`src/rtl/podule_bus_bridge.sv`:
```
// -----------------------------------------------------------------------------
// podule_bus_bridge
//
// Upstream stage of the IDE podule. Turns a CPU Wishbone-style cycle that
// targets IOC bank 4 (the podule space) into a single-cycle select strobe on
// the podule interface. It inserts a speed-dependent number of wait cycles,
// captures the podule's (registered) read data, and acknowledges the CPU.
//
// Ports
//   clk        system clock
//   rst_n      synchronous active-low reset
//   wb_cyc     CPU bus cycle active
//   wb_stb     CPU strobe
//   wb_we      CPU write
//   wb_adr     CPU word address, byte address bits [25:2]
//   wb_dat_i   CPU write data; podule data travels on bits [31:16]
//   wb_dat_o   read data returned to the CPU
//   wb_ack     one-cycle transfer acknowledge
//   pod_sel    one-cycle podule select strobe
//   pod_we     podule write
//   pod_adr    podule word offset, byte address bits [13:2]
//   pod_dat_o  write data to the podule
//   pod_dat_i  read data from the podule (may lag pod_sel by one cycle)
// -----------------------------------------------------------------------------
module podule_bus_bridge #(
  parameter int SLOT      = 0,
  parameter int SLOW_WAIT = 7,
  parameter int MED_WAIT  = 5,
  parameter int FAST_WAIT = 3,
  parameter int SYNC_WAIT = 1
) (
  input  logic        clk,
  input  logic        rst_n,
  input  logic        wb_cyc,
  input  logic        wb_stb,
  input  logic        wb_we,
  input  logic [23:0] wb_adr,
  input  logic [31:0] wb_dat_i,
  output logic [31:0] wb_dat_o,
  output logic        wb_ack,
  output logic        pod_sel,
  output logic        pod_we,
  output logic [11:0] pod_adr,
  output logic [15:0] pod_dat_o,
  input  logic [15:0] pod_dat_i
);

  localparam int         CNT_W   = 8;
  localparam logic [1:0] SLOT_ID = SLOT[1:0];

  typedef enum logic [2:0] {
    IDLE,
    STROBE,
    WAIT,
    ACK,
    RELEASE
  } state_t;

  state_t           state, state_nxt;
  logic [CNT_W-1:0] cnt, cnt_nxt;
  logic             present;
  logic             accept;
  logic             capture;

  // Address decode. wb_adr is a word address, so byte address bit k is
  // wb_adr[k-2]:
  //   A[25:22] -> wb_adr[23:20]  must be 4'b1100 (IOC space)
  //   A[18:16] -> wb_adr[16:14]  must be 3'd4    (bank 4, podules)
  //   A[20:19] -> wb_adr[18:17]  access speed
  //   A[15:14] -> wb_adr[13:12]  slot
  //   A[13:2]  -> wb_adr[11:0]   podule word offset
  logic        hit;
  logic [1:0]  speed;
  logic [1:0]  slot;
  logic [11:0] offset;

  assign hit    = wb_cyc & wb_stb & (wb_adr[23:20] == 4'b1100) &
                  (wb_adr[16:14] == 3'd4);
  assign speed  = wb_adr[18:17];
  assign slot   = wb_adr[13:12];
  assign offset = wb_adr[11:0];

  // Byte address bit 21 and the low half of the write data play no part in a
  // podule access.
  logic unused_bits;
  assign unused_bits = ^{wb_adr[19], wb_dat_i[15:0]};

  // Wait count for a speed code. Zero would leave WAIT with nothing to count
  // down from, so it is raised to one; very large values saturate at the
  // counter's range.
  function automatic logic [CNT_W-1:0] wait_for(input logic [1:0] spd);
    int w;
    case (spd)
      2'd0:    w = SLOW_WAIT;
      2'd1:    w = MED_WAIT;
      2'd2:    w = FAST_WAIT;
      default: w = SYNC_WAIT;
    endcase
    if (w < 1) w = 1;
    if (w > (1 << CNT_W) - 1) w = (1 << CNT_W) - 1;
    return w[CNT_W-1:0];
  endfunction

  // Next-state and control decode.
  always_comb begin
    state_nxt = state;
    cnt_nxt   = cnt;
    accept    = 1'b0;
    capture   = 1'b0;
    case (state)
      IDLE: begin
        if (hit) begin
          accept    = 1'b1;
          cnt_nxt   = wait_for(speed);
          state_nxt = STROBE;
        end
      end
      STROBE: begin
        state_nxt = WAIT;
      end
      WAIT: begin
        // A count of 0 cannot be loaded; it is treated like 1 so the FSM can
        // never get stuck here.
        if (cnt <= {{(CNT_W-1){1'b0}}, 1'b1}) begin
          capture   = 1'b1;
          state_nxt = ACK;
        end else begin
          cnt_nxt = cnt - 1'b1;
        end
      end
      ACK: begin
        state_nxt = RELEASE;
      end
      RELEASE: begin
        // Holding stb after the ack must not start a second podule access.
        if (!wb_stb) state_nxt = IDLE;
      end
      default: begin
        state_nxt = IDLE;
      end
    endcase
  end

  // State, counter and the registered transfer fields.
  always_ff @(posedge clk) begin
    if (!rst_n) begin
      state     <= IDLE;
      cnt       <= '0;
      present   <= 1'b0;
      pod_we    <= 1'b0;
      pod_adr   <= '0;
      pod_dat_o <= '0;
      wb_dat_o  <= '0;
    end else begin
      state <= state_nxt;
      cnt   <= cnt_nxt;
      // Fields are frozen at accept; later bus changes are ignored until the
      // FSM is back in IDLE.
      if (accept) begin
        pod_we    <= wb_we;
        pod_adr   <= offset;
        pod_dat_o <= wb_dat_i[31:16];
        present   <= (slot == SLOT_ID);
      end
      // Read data is captured even if the CPU has dropped the cycle; only
      // the ack is suppressed for an aborted transfer. An empty slot reads
      // as all ones, like an undriven bus.
      if (capture && !pod_we) begin
        wb_dat_o <= present ? {16'h0000, pod_dat_i} : 32'hFFFF_FFFF;
      end
    end
  end

  // Strobe and ack are decoded from state so each lasts exactly one cycle.
  always_comb begin
    pod_sel = (state == STROBE) & present;
    wb_ack  = (state == ACK) & wb_cyc & wb_stb;
  end

endmodule

```
`config.mk`:
```
export PLATFORM = sky130hd
export DESIGN_NAME = podule_bus_bridge
export DESIGN_NICKNAME = d
export VERILOG_FILES = /design/src/rtl/podule_bus_bridge.sv
export SDC_FILE = /design/constraint.sdc
export NUM_CORES = 1
export LEC_CHECK = 0
export ABC_AREA = 1
export ABC_CLOCK_PERIOD_IN_PS = 1300
export BUFFER_PORTS_ARGS = -buffer_cell sky130_fd_sc_hd__buf_2
export CAP_MARGIN = 30
export CORE_ASPECT_RATIO = 1.2
export CORE_MARGIN = 2
export CORE_UTILIZATION = 40
export CTS_CLUSTER_SIZE = 10
export DETAILED_ROUTE_END_ITERATION = 10
export PLACE_DENSITY = 0.87
export REMOVE_ABC_BUFFERS = 1
export SYNTH_ARGS = -nofsm -noshare
export SYNTH_HDL_FRONTEND = slang
export SYNTH_SLANG_ARGS = --single-unit
```
`constraint.sdc`:
```
create_clock -name clk -period 1.3 [get_ports clk]
set_input_delay 0.26 -clock clk [delete_from_list [all_inputs] [get_ports clk]]
set_output_delay 0.26 -clock clk [all_outputs]
set_load 0.01 [all_outputs]
```
# Word-level counts from Yosys, hierarchy flattened
# Index checks and enable logic that the tools add are counted.
dict set report totals {
  regBits 73
  latchBits 0
  ram_bits 0
  mem_bits_ro 0
  in_bits 77
  output_inout_bits 63
  word_cells 56
  mem_count 0
}
dict set report classes {
  n_addsub 1
  n_mul 0
  n_div 0
  magnitude_cmp 3
  n_eq_ne 12
  n_shift 0
  muxes 19
  bitwise_logic 6
  n_reduce_logical 8
}
# cell n
set op_table {}
lappend op_table {{$mux 32} 6}
lappend op_table {{$gt 32x9->1 const B} 1}
lappend op_table {{$lt 32x2->1 const B} 1}
lappend op_table {{$mux 8} 3}
lappend op_table {{$pmux 8 s2} 1}
lappend op_table {{$pmux 3 s5} 1}
lappend op_table {{$mux 3} 3}
lappend op_table {{$pmux 3 s3} 1}
lappend op_table {{$le 8x1->1 const B} 1}
lappend op_table {{$ne 2x2->1 const B} 4}
lappend op_table {{$sub 8x1->8 const B} 1}
lappend op_table {{$and 1x1->1} 6}
lappend op_table {{$eq 3x2->1 const B} 2}
lappend op_table {{$eq 3x3->1 const B} 2}
lappend op_table {{$reduce_and 3->1} 2}
lappend op_table {{$eq 4x4->1 const B} 1}
lappend op_table {{$logic_not 2->1} 2}
lappend op_table {{$mux 1} 4}
lappend op_table {{$eq 3x1->1 const B} 1}
lappend op_table {{$logic_not 3->1} 1}
lappend op_table {{$eq 2x1->1 const B} 1}
lappend op_table {{$eq 2x2->1 const B} 1}
lappend op_table {{$reduce_bool 2->1} 1}
lappend op_table {{$logic_and 1x1->1} 1}
lappend op_table {{$logic_not 1->1} 1}

# Depth between registers and ports, before layout
# Gate-level depths: netlist of the first run.
dict set report logic_depth {
  ltp_word 13
  mapped_depth 10
  mapped_depth_nobuf 9
}

# Worst setup path after synthesis of the first run
# Ideal clock, no wire load.
dict set report synth_timing {
  path_type {register to register}
  from {register cnt[0]}
  to {register wb_dat_o[30]}
  setup_time_ns 0.116
  t_arrival_ns 1.357
  t_required_ns 1.184
  setup_slack_ns -0.173
  stages_incl_launch_ff 9
  n_path_buf 1
  cell_sequence {dfxtp_1 > inv_1 > ha_1 > o21ai_2 > nor2_2 > nand2_2 > inv_4 > buf_4 > o211a_1}
}
dict set report synth_between {
  elab_chain_len 4
}
# item line
set synth_lines {}
lappend synth_lines {{start, declared} 60} ;# logic [CNT_W-1:0] cnt, cnt_nxt;
lappend synth_lines {{start signal, assigned} 156} ;# cnt <= cnt_nxt;
lappend synth_lines {{$le 8x1->1} 124} ;# if (cnt <= {{(CNT_W-1){1'b0}}, 1'b1}) begin
lappend synth_lines {{$mux 1} 124}
lappend synth_lines {{$mux 1} 110} ;# case (state)
lappend synth_lines {{$logic_and 1x1->1} 168} ;# if (capture && !pod_we) begin
lappend synth_lines {{end signal, assigned} 169} ;# wb_dat_o <= present ? {16'h0000, pod_dat_i} : 32'hFFFF_FFFF;
lappend synth_lines {{end, declared} 39} ;# output logic [31:0] wb_dat_o,
# Every way passes these cells.
# A chain may end at the register's enable or synchronous reset.

# Final worst setup path of the first run
dict set report layout_timing {
  from {register cnt[2]}
  to {register cnt[0]}
}
dict set report layout_between {
  elab_chain_len 3
}
# item line
set layout_lines {}
lappend layout_lines {{$le 8x1->1} 124}
lappend layout_lines {{$ne 2x2->1 (no line)} n/a}
lappend layout_lines {{$reduce_and 3->1 (no line)} n/a}
# Every way passes these cells.

==> results of run 1 <==
## power groups by stage
stage	registers (mW)	clock network, mW	logic [mW]
floorplan	1.99	0	0.156
global placement	1.93	0	0.508
detailed placement	1.93	0	0.519
CTS	1.90	1.63	0.647
global route	1.92	1.73	0.798
finish	1.91	1.61	0.740
## routing by layer
layer  vias to the layer above  part of all wire (%)  GRT usage (%)
met4                         0                   2.0           10.7
met2                       109                    55           44.7
met5                         -                     0              0
li1                       1382                     -              -
met3                        21                   4.6           3.94
met1                      1380                    38           23.8
## worst max-delay path by stage
stage	end	startpoint	depth (start not counted)
after floorplan	pod_adr[0]$_SDFFE_PN0P_	state[0]$_SDFFE_PN0P_	6
after global placement	wb_dat_o[30]$_SDFFE_PN0P_	cnt[0]$_SDFFE_PN0P_	8
after detailed placement	wb_dat_o[15]$_SDFFE_PN0P_	cnt[0]$_SDFFE_PN0P_	9
after CTS	cnt[0]$_SDFFE_PN0P_	cnt[1]$_SDFFE_PN0P_	8
after global routing	cnt[0]$_SDFFE_PN0P_	cnt[0]$_SDFFE_PN0P_	8
final	cnt[0]$_SDFFE_PN0P_	cnt[2]$_SDFFE_PN0P_	7
## area by class of cell
type	count	area (um2)	share of cell area [%]
inverter	45	184	4.19
tap	85	106	2.42
timing repair buffer	178	1270	29.0
sequential	58	1180	26.8
clock inverter	3	40.0	0.912
multi-input combinational	202	1470	33.4
clock buffer	12	145	3.31
## per-stage QoR
| stage | setup WS, ns | cells | util [%] |
|---|---|---|---|
| global route | -0.261 | 583 | 68.9 |
| finish | -0.202 | 583 | 68.9 |
| CTS | -0.146 | 573 | 63.8 |
| detailed placement | -0.207 | 538 | 52.1 |
| floorplan | -0.499 | 303 | - |
| global placement | -0.139 | 538 | 52.1 |
## cell families after synthesis
logic type | count (synthesis) | synth area share, %
compound gates | 91 | 19.0
xor+xnor | 3 | 1.02
fa+ha+maj | 2 | 0.966
buf+inv | 76 | 15.2
flops | 58 | 44.9
mux | 1 | 0.387
simple gates | 103 | 18.6
## worst max-delay path: stages, from the launching register on
cell and delay [ns]:
dfxtp_1 0.31, nor2_1 0.23, o21ai_4 0.11, buf_6 0.13, o21bai_4 0.26, nand2_4 0.15
o21ai_2 0.17, inv_1 0.05
## Yosys cell counts (all sizes together)
cell | instances | area, um2
dfxtp | 58 | 1160
nor2 | 54 | 238
o21ai | 50 | 254
inv | 45 | 171
a21oi | 38 | 201
nand2 | 29 | 131
buf | 24 | 196
nand3 | 13 | 65.1
clkbuf | 7 | 26.3
nand4 | 4 | 25.0
ha | 2 | 25.0
nor3 | 2 | 10.0
o21bai | 2 | 26.3
xor2 | 2 | 17.5
mux2i | 1 | 10.0
nand3b | 1 | 11.3
o211a | 1 | 10.0
xnor2 | 1 | 8.76
## sequential cells by signal (all words and copies together) (netlist names)
register	count
pod_we	1
state	3
pod_dat_o	16
wb_dat_o	17
present	1
pod_adr	12
cnt	8
## what timing repair did
action,4_1_cts,5_1_grt
setup endpoints to repair,73,59
gates cloned,6,3
resized for setup,114,59
pin swaps,21,27
setup buffers,14,9
endpoints found under the hold margin,0,0
==> qor.csv, run 1 <==
stage,metric,value,unit
floorplanning,IO Count,140,
grt,vias in the first global route,2846,
cts,CTS Sinks,58,
final_layout,layout cells sized above 1,60.2,%
final_layout,final net count,573,
routing,routed len/inst,15.7,um
flow_run,maxcap violations,0,
worst_hold_path,WHS Endpoint,wb_dat_o[10]$_SDFFE_PN0P_,
timing,Slew HR,74.9,%
timing,Worst Slack Setup Final,-0.202,ns
routing,routed vias,2892,
timing,clk_skew,0.00585,ns
timing,final setup fails,58,
final_layout,most frequent cells in the layout,"122 x buf_2, 52 x dfxtp_1, 39 x nor2_1, 39 x inv_1, 33 x buf_4",
status,failing checks,setup timing,
synthesis,Mapped Area,2590,um2
power,total power draw,4.26,mW
routing,detailed-route DRC error count,0,
routing,DRT Wirelength,9.16,mm
final_layout,"commonest non-fill, non-tap cell in the layout",buf_2,
power,Peak VDD IR,0.743,mV
synthesis,Synth cell types,31,
placed_design,GP Congestion,0.834,
placed_design,HPWL after DPL,4.90,mm
worst_setup_path,Setup crit end kind,flip-flop,
worst_setup_path,Worst R2R Start,cnt[2]$_SDFFE_PN0P_,
floorplanning,die area,7130,um2
grt,largest net degree at the start of global routing,19,
status,status,finished with violations,
synthesis,Mapped Cells,334,
cts,worst skew pair latency,0.33,ns
cts,CTS tree,done,
timing,Fin. Hold Viols,0,
routing,Initial DRT Pass Iterations,4,
timing,Tmin final,1.50,ns
timing,setup TNS,-6.41,ns
synthesis,number of synthesis warnings,0,
cts,CTS root buf,clkbuf_8,
grt,initial antenna violation count,0,
worst_setup_path,CP required,1.53,ns
floorplanning,Die Height,92.1,um
routing,initial drt markers,117,
grt,first-pass GRT wire length,12.9,mm
power,LEAKAGE,2.06,nW
worst_setup_path,Worst R2R End,cnt[0]$_SDFFE_PN0P_,
power,PwrDens,970,nW/um2
power,Int Power,3.12,mW
worst_setup_path,worst reg-to-reg setup slack,-0.20,ns
cts,Max clock buf depth,2,
timing,"Slew Viols, Final",0,
worst_setup_path,CP arrival,1.73,ns
synthesis,"FF+latch count, synth",58,
power,sw power,1.14,mW
power,power share of the combinational group,17.4,%
timing,fin crit share,116,%
routing,Antenna Nets Post-Route,0,
placed_design,I/O Buffers,122,
timing,WHS,0.154,ns
timing,Peak Freq,666,MHz
cts,post-cts hold buffer count,0,
worst_hold_path,hold depth,3,
routing,Vias per Instance,4.96,
timing,RSZ-0062 raised after global routing,true,
synthesis,sequential fraction of the synthesis area,44.9,%
worst_hold_path,Hold/Removal Path Class,in -> reg,
placed_design,dpl cell area,3320,um2
worst_hold_path,HP Start,pod_dat_i[10],
grt,gr ovfl total,0,
synthesis,Avg Inst Size Synth,7.75,um2
final_layout,fillers,481,
grt,GRT Resource Usage Total,23.1,%
floorplanning,chip width,77.4,um
floorplanning,num rows,32,
worst_setup_path,WS Path Type,reg -> reg,
power,Sw Share,26.7,%
worst_setup_path,Reg2Reg Depth,7,
cts,clock slew at reported path FFs,0.06,ns
final_layout,fin area,4390,um2
final_layout,Area Overhead vs Synth,69.6,%
power,Flop pwr share,44.8,%
floorplanning,Starting Density,40.7,%
cts,H-tree levels,3,
worst_setup_path,startpoint types,flip-flop,
worst_setup_path,crit-path max FO,8,
power,Clk pwr share,37.8,%
cts,total CTS buffers,9,
floorplanning,core footprint,6370,um2
final_layout,# diodes,0,
timing,Least-Margin Pin Slew,0.376,ns
(Power assumes the default switching activity.)
==> run 2: changes to the inputs <==
--- a/config.mk
+++ b/config.mk
@@ -9,12 +9,14 @@
 export ABC_CLOCK_PERIOD_IN_PS = 1300
 export BUFFER_PORTS_ARGS = -buffer_cell sky130_fd_sc_hd__buf_2
 export CAP_MARGIN = 30
+export CELL_PAD_IN_SITES_DETAIL_PLACEMENT = 1
+export CELL_PAD_IN_SITES_GLOBAL_PLACEMENT = 1
 export CORE_ASPECT_RATIO = 1.2
 export CORE_MARGIN = 2
-export CORE_UTILIZATION = 40
+export CORE_UTILIZATION = 27
 export CTS_CLUSTER_SIZE = 10
 export DETAILED_ROUTE_END_ITERATION = 10
-export PLACE_DENSITY = 0.87
+export PLACE_DENSITY = 0.86
 export REMOVE_ABC_BUFFERS = 1
 export SYNTH_ARGS = -nofsm -noshare
 export SYNTH_HDL_FRONTEND = slang
==> run 2 against run 1 <==
The run still ends with setup timing left. Sequential cell count unchanged. Total power up 16%. Clock-buffer cell count down 1. Highest routed layer unchanged. Sequential share of layout area up 0.44 points. Worst hold slack better by 0.017 ns.
==> qor.csv, run 2 (synthesized netlist as in run 1, its figures left out) <==
stage,metric,value,unit,change
grt,first-pass GRT wire length,14.5,mm,+12%
worst_setup_path,WS Path Type,reg -> reg,,
timing,Tmin final,1.43,ns,-0.0679 ns
cts,Max clock buf depth,2,,unchanged
floorplanning,die area,10400,um2,+46%
final_layout,max reg flops,17,,unchanged
final_layout,most frequent cells in the layout,"122 x buf_2, 50 x dfxtp_1, 39 x inv_1",,
floorplanning,chip width,93.4,um,+21%
grt,met1 GRT Util,17.5,%,-6.4 points
power,total power draw,4.95,mW,+16%
worst_setup_path,critical path's slowest cell,dfxtp_2,,
timing,"Slew Viols, Final",0,,unchanged
routing,initial drt markers,40,,-66%
worst_setup_path,Worst R2R End,cnt[0]$_SDFFE_PN0P_,,
routing,DRT Wirelength,9.29,mm,+1.4%
placed_design,dpl cell area,3360,um2,+1.4%
grt,GR peak layer,met2,,
floorplanning,Starting Density,27.5,%,-13 points
placed_design,I/O Buffers,122,,unchanged
floorplanning,Die Height,111,um,+21%
cts,H-tree levels,3,,unchanged
worst_hold_path,WHS Endpoint,wb_dat_o[15]$_SDFFE_PN0P_,,
worst_setup_path,startpoint types,flip-flop,,
worst_hold_path,HP Start,pod_dat_i[15],,
final_layout,final core utilization,45.8,%,-23 points
power,LEAKAGE,2.04,nW,-1.1%
routing,Initial DRT Pass Iterations,4,,unchanged
timing,Worst Slack Setup Final,-0.134,ns,+0.0679 ns
placed_design,GP Congestion,0.767,,-8.0%
routing,Vias per Instance,4.58,,-7.6%
power,Peak VDD IR,0.496,mV,-33%
power,PwrDens,1150,nW/um2,+18%
cts,CTS root buf,clkbuf_16,,
cts,CTS tree,done,,
grt,GRT Resource Usage Total,18.0,%,-5.1 points
worst_setup_path,crit-path cells,"inv_4, ha_4, o21ai_4, o21bai_4, buf_6, o21ai_2, inv_1, o21ai_2, inv_1",,
final_layout,Biggest register,wb_dat_o,,
flow_run,maxcap violations,0,,unchanged
final_layout,fillers,1166,,+140%
grt,initial antenna violation count,0,,unchanged
timing,Fin. Hold Viols,0,,unchanged
timing,RSZ-0062 raised after global routing,true,,
cts,post-cts hold buffer count,0,,unchanged
placed_design,pre-CTS setup slack,-0.244,ns,-0.0373 ns
worst_setup_path,CP required,1.50,ns,-0.03 ns
routing,routed len/inst,15.1,um,-3.8%
floorplanning,num rows,39,,+22%
cts,total CTS buffers,9,,unchanged
worst_setup_path,Setup crit end kind,flip-flop,,
cts,CTS Sinks,58,,unchanged
grt,vias in the first global route,3067,,+7.8%
worst_setup_path,CP max stage delay,0.35,ns,+0.04 ns
timing,clk_skew,0.00850,ns,+0.00265 ns
timing,final setup fails,52,,-10%
timing,fin crit share,110,%,-5.2 points
status,status,finished with violations,,
cts,clock slew at reported path FFs,0.05,ns,about the same
placed_design,HPWL after DPL,5.74,mm,+17%
final_layout,layout cells sized above 1,59.1,%,-1.2 points
worst_setup_path,CP arrival,1.64,ns,-0.09 ns
timing,Slew HR,78.3,%,+3.4 points
worst_hold_path,Hold/Removal Path Class,in -> reg,,
timing,Peak Freq,697,MHz,+4.7%
grt,M2 GR Usage,35.4,%,-9.3 points
final_layout,final net count,565,,-1.4%
routing,Antenna Nets Post-Route,0,,unchanged
cts,worst skew pair latency,0.32,ns,about the same
floorplanning,core footprint,9420,um2,+48%
worst_setup_path,Worst R2R Start,cnt[1]$_SDFFE_PN0P_,,
grt,largest net degree at the start of global routing,49,,+30
routing,routed vias,2815,,-2.7%
grt,gr ovfl total,0,,unchanged
final_layout,"commonest non-fill, non-tap cell in the layout",buf_2,,
final_layout,# diodes,0,,unchanged
timing,Least-Margin Pin Slew,0.326,ns,-0.0506 ns
final_layout,Area Overhead vs Synth,66.8,%,
worst_setup_path,worst reg-to-reg setup slack,-0.13,ns,+0.07 ns
final_layout,Largest regs,"wb_dat_o: 17 flops, pod_dat_o: 16 flops, pod_adr: 12 flops",,
floorplanning,IO Count,140,,unchanged
final_layout,fin area,4320,um2,-1.6%
status,failing checks,setup timing,,
worst_setup_path,crit-path max FO,4,,-4
worst_setup_path,Reg2Reg Depth,9,,+2
worst_hold_path,hold depth,3,,unchanged
grt,met3 usage,4.49,%,+0.55 points
routing,detailed-route DRC error count,0,,unchanged
run 2: changes by cell type in the layout (fill, tap and decap cells not counted), moves of 5 or more:
| cell | previous run | this run |
|---|---|---|
| nand3_1 | 4 | 9 |
| o21ai_2 | 27 | 32 |
| a21oi_1 | 12 | 19 |
| clkbuf_16 | 1 | 9 |
| clkbuf_8 | 10 | 1 |
| a21oi_2 | 24 | 19 |
run 2: what timing repair did:
item | 4_1_cts | 5_1_grt
endpoints found under the hold margin | 0 | 0
gates resized for setup | 114 | 48
endpoints found under the setup margin | 73 | 59
setup buffers | 19 | 3
cloned | 4 | 0
pin swaps | 11 | 14
run 2: routing by layer:
metal	wire length, um	up-vias
met5	0	-
met4	122	0
met3	438	9
met2	5340	77
met1	3380	1364
li1	-	1365
run 2: report_power, final:
part / internal [mW] / switching (mW)
logic: 0.350 / 0.366
clock network: 1.53 / 0.802
registers: 1.85 / 0.0588
run 2: critical path, delay by kind of cell (launching register included):
family,cells,cell delay (ns)
AO/OA/AOI/OAI,4,0.48
flip-flops,1,0.35
adder cells (fa/ha/maj),1,0.16
buffers and inverters,4,0.33
run 2: layout make-up:
cell class | count | area [um2] | area share [%]
Sequential cell | 58 | 1180 | 27.2
Timing Repair Buffer | 172 | 1140 | 26.5
Multi-Input combinational cell | 200 | 1370 | 31.7
Tap cell | 123 | 154 | 3.56
Clock buffer | 11 | 243 | 5.62
Clock inverter | 5 | 53.8 | 1.25
Inverter | 45 | 179 | 4.14
run 2: how the worst max path moves through the flow:
stage	endpoint	slack, ns	from	depth (start not counted)
detailed placement	wb_dat_o[5]$_SDFFE_PN0P_	-0.24	cnt[0]$_SDFFE_PN0P_	9
floorplan	pod_adr[0]$_SDFFE_PN0P_	-0.50	state[0]$_SDFFE_PN0P_	6
CTS	pod_sel	-0.11	state[2]$_SDFFE_PN0P_	5
global placement	wb_dat_o[7]$_SDFFE_PN0P_	-0.15	cnt[0]$_SDFFE_PN0P_	9
finish	cnt[0]$_SDFFE_PN0P_	-0.13	cnt[1]$_SDFFE_PN0P_	9
global route	cnt[3]$_SDFFE_PN0P_	-0.18	state[0]$_SDFFE_PN0P_	9
run 2: through the flow:
| stage | hold WS (ns) | setup TNS (ns) | cells |
|---|---|---|---|
| 3_3_place_gp | 0.427 | -4.16 | 574 |
| 3_5_place_dp | 0.434 | -9.93 | 574 |
| 6_report | 0.172 | -3.35 | 614 |
| 2_1_floorplan | 0.388 | -24.71 | 303 |
| 5_1_grt | 0.176 | -6.67 | 614 |
| 4_1_cts | 0.163 | -2.70 | 613 |
==> run 3: changes to the inputs <==
==> constraint.sdc (replaced) <==
create_clock -name clk -period 1.3 [get_ports clk]
set_input_delay 0.26 -clock clk [delete_from_list [all_inputs] [get_ports clk]]
set_output_delay 0.26 -clock clk [all_outputs]
set_load 0.02 [all_outputs]
==> run 3 against run 2 <==
The flow still finishes with violations (setup timing). Fmax is 0.29% lower. Clock power hardly changed. Cell area hardly changed. First-iteration DRC count is 70% higher. Non-clock buffer count is 3 lower. Die area stayed put. Cell count is 0.49% lower. Global-route usage is 0.95 points lower. Sequential power hardly changed. Register-to-register slack hardly changed. Utilization hardly changed.
==> qor.csv, run 3 (synthesized netlist as in run 1, its figures left out) <==
stage,metric,value,unit,change
routing,routed len/inst,14.9,um,-1.3%
timing,Worst Slack Setup Final,-0.138,ns,-0.00420 ns
cts,total CTS buffers,9,,unchanged
placed_design,HPWL after DPL,5.74,mm,unchanged
final_layout,layout cells sized above 1,59.0,%,about the same
placed_design,pre-CTS setup slack,-0.244,ns,unchanged
grt,first-pass GRT wire length,13.8,mm,-4.4%
final_layout,final core utilization,45.9,%,about the same
power,Peak VDD IR,0.490,mV,-1.3%
worst_setup_path,WS Path Type,reg -> reg,,
routing,Initial DRT Pass Iterations,4,,unchanged
cts,post-cts hold buffer count,0,,unchanged
placed_design,dpl cell area,3360,um2,unchanged
timing,Fin. Hold Viols,0,,unchanged
grt,GRT Resource Usage Total,17.1,%,-0.95 points
placed_design,GP Congestion,0.767,,unchanged
worst_setup_path,crit-path cells,"inv_4, ha_4, o21ai_4, o21bai_4, buf_6, o21ai_2, inv_1, o21ai_2, inv_1",,
routing,detailed-route DRC error count,0,,unchanged
grt,vias in the first global route,2993,,-2.4%
cts,CTS root buf,clkbuf_16,,
final_layout,Largest regs,"wb_dat_o: 17 flops, pod_dat_o: 16 flops, pod_adr: 12 flops",,
cts,Max clock buf depth,2,,unchanged
timing,"Slew Viols, Final",0,,unchanged
cts,CTS tree,done,,
timing,fin crit share,111,%,+0.32 points
final_layout,max reg flops,17,,unchanged
timing,Slew HR,78.1,%,-0.20 points
worst_setup_path,CP arrival,1.64,ns,about the same
timing,WHS,0.175,ns,+0.00353 ns
worst_setup_path,CP required,1.50,ns,about the same
cts,worst skew pair latency,0.32,ns,about the same
timing,Tmin final,1.44,ns,+0.00420 ns
final_layout,fin area,4320,um2,about the same
timing,Least-Margin Pin Slew,0.329,ns,+0.00294 ns
worst_setup_path,critical path's slowest cell,dfxtp_2,,
final_layout,most frequent cells in the layout,"120 x buf_2, 50 x dfxtp_1, 41 x o21ai_2",,
worst_setup_path,CP max stage delay,0.35,ns,about the same
cts,clock slew at reported path FFs,0.05,ns,about the same
timing,RSZ-0062 raised after global routing,true,,
routing,Vias per Instance,4.60,,+0.24%
grt,gr ovfl total,0,,unchanged
grt,initial antenna violation count,0,,unchanged
routing,DRT Wirelength,9.12,mm,-1.8%
placed_design,I/O Buffers,122,,unchanged
final_layout,Area Overhead vs Synth,66.9,%,about the same
final_layout,Biggest register,wb_dat_o,,
power,PwrDens,1160,nW/um2,+1.4%
power,LEAKAGE,2.03,nW,-0.52%
routing,Antenna Nets Post-Route,0,,unchanged
worst_setup_path,startpoint types,flip-flop,,
floorplanning,chip width,93.4,um,unchanged
timing,final setup fails,58,,+12%
timing,Peak Freq,695,MHz,-0.29%
worst_setup_path,Setup crit end kind,flip-flop,,
status,failing checks,setup timing,,
final_layout,final net count,562,,-0.53%
cts,H-tree levels,3,,unchanged
flow_run,maxcap violations,0,,unchanged
timing,clk_skew,0.00742,ns,-0.00108 ns
floorplanning,die area,10400,um2,unchanged
worst_hold_path,Hold/Removal Path Class,in -> reg,,
cts,CTS Sinks,58,,unchanged
final_layout,# diodes,0,,unchanged
status,status,finished with violations,,
final_layout,"commonest non-fill, non-tap cell in the layout",buf_2,,
grt,largest net degree at the start of global routing,49,,unchanged
routing,initial drt markers,68,,+70%
floorplanning,IO Count,140,,unchanged
floorplanning,num rows,39,,unchanged
floorplanning,core footprint,9420,um2,unchanged
floorplanning,Starting Density,27.5,%,unchanged
routing,routed vias,2808,,-0.25%
floorplanning,Die Height,111,um,unchanged
worst_setup_path,crit-path max FO,4,,unchanged
[run 3: per-layer routing]
metal / GRT usage [%] / wire length, um / share of wire [%] / vias to the layer above
met5: 0 / 0 / 0 / -
met3: 4.62 / 412 / 4.5 / 12
met4: 5.78 / 121 / 1.3 / 0
met1: 16.8 / 3280 / 36 / 1358
met2: 33.3 / 5300 / 58 / 79
li1: - / - / - / 1359
[run 3: final timing paths]
| check | startpoint | endpoint | slack, ns | cells after the start |
|---|---|---|---|---|
| max | cnt[1]$_SDFFE_PN0P_ | cnt[0]$_SDFFE_PN0P_ | -0.14 | 9 |
| min | pod_dat_i[14] | wb_dat_o[14]$_SDFFE_PN0P_ | 0.18 | 3 |
| max reg2reg | cnt[1]$_SDFFE_PN0P_ | cnt[0]$_SDFFE_PN0P_ | -0.14 | 9 |
| min reg2reg | pod_adr[3]$_SDFFE_PN0P_ | pod_adr[3]$_SDFFE_PN0P_ | 0.44 | 2 |
[run 3: report_power, final]
group,switching (mW),internal [mW],total [mW]
clock network,0.782,1.53,2.31
registers,0.0601,1.85,1.91
logic,0.459,0.348,0.807
[run 3: final cells by class]
type                    instances  area, um2
repair buffers                169       1140
inverters                      45        184
clock buffers                  11        243
flip-flops and latches         58       1180
multi-input cells             200       1370
clock inverters                 5       53.8
fillers                      1159       5100
well taps                     123        154
[run 3: repair_timing]
action | 4_1_cts | 5_1_grt
cloned | 2 | 2
pin swaps | 9 | 11
buffers inserted | 16 | 2
endpoints found under the setup margin | 73 | 60
gates resized for setup | 81 | 75
[run 3: worst max-delay path, delay by kind of cell, from the launching register on]
| family | cells | cell delay, ns |
|---|---|---|
| buffers and inverters | 4 | 0.33 |
| adder cells (fa/ha/maj) | 1 | 0.16 |
| AO/OA/AOI/OAI | 4 | 0.48 |
| flip-flops | 1 | 0.35 |
[run 3: metrics by stage]
step	cells	setup TNS, ns	total power, mW
finish	611	-3.73	5.02
global route	611	-7.51	5.26
CTS	608	-3.83	4.98
detailed placement	574	-9.93	2.56
global placement	574	-4.16	2.53
floorplan	303	-42.32	2.23
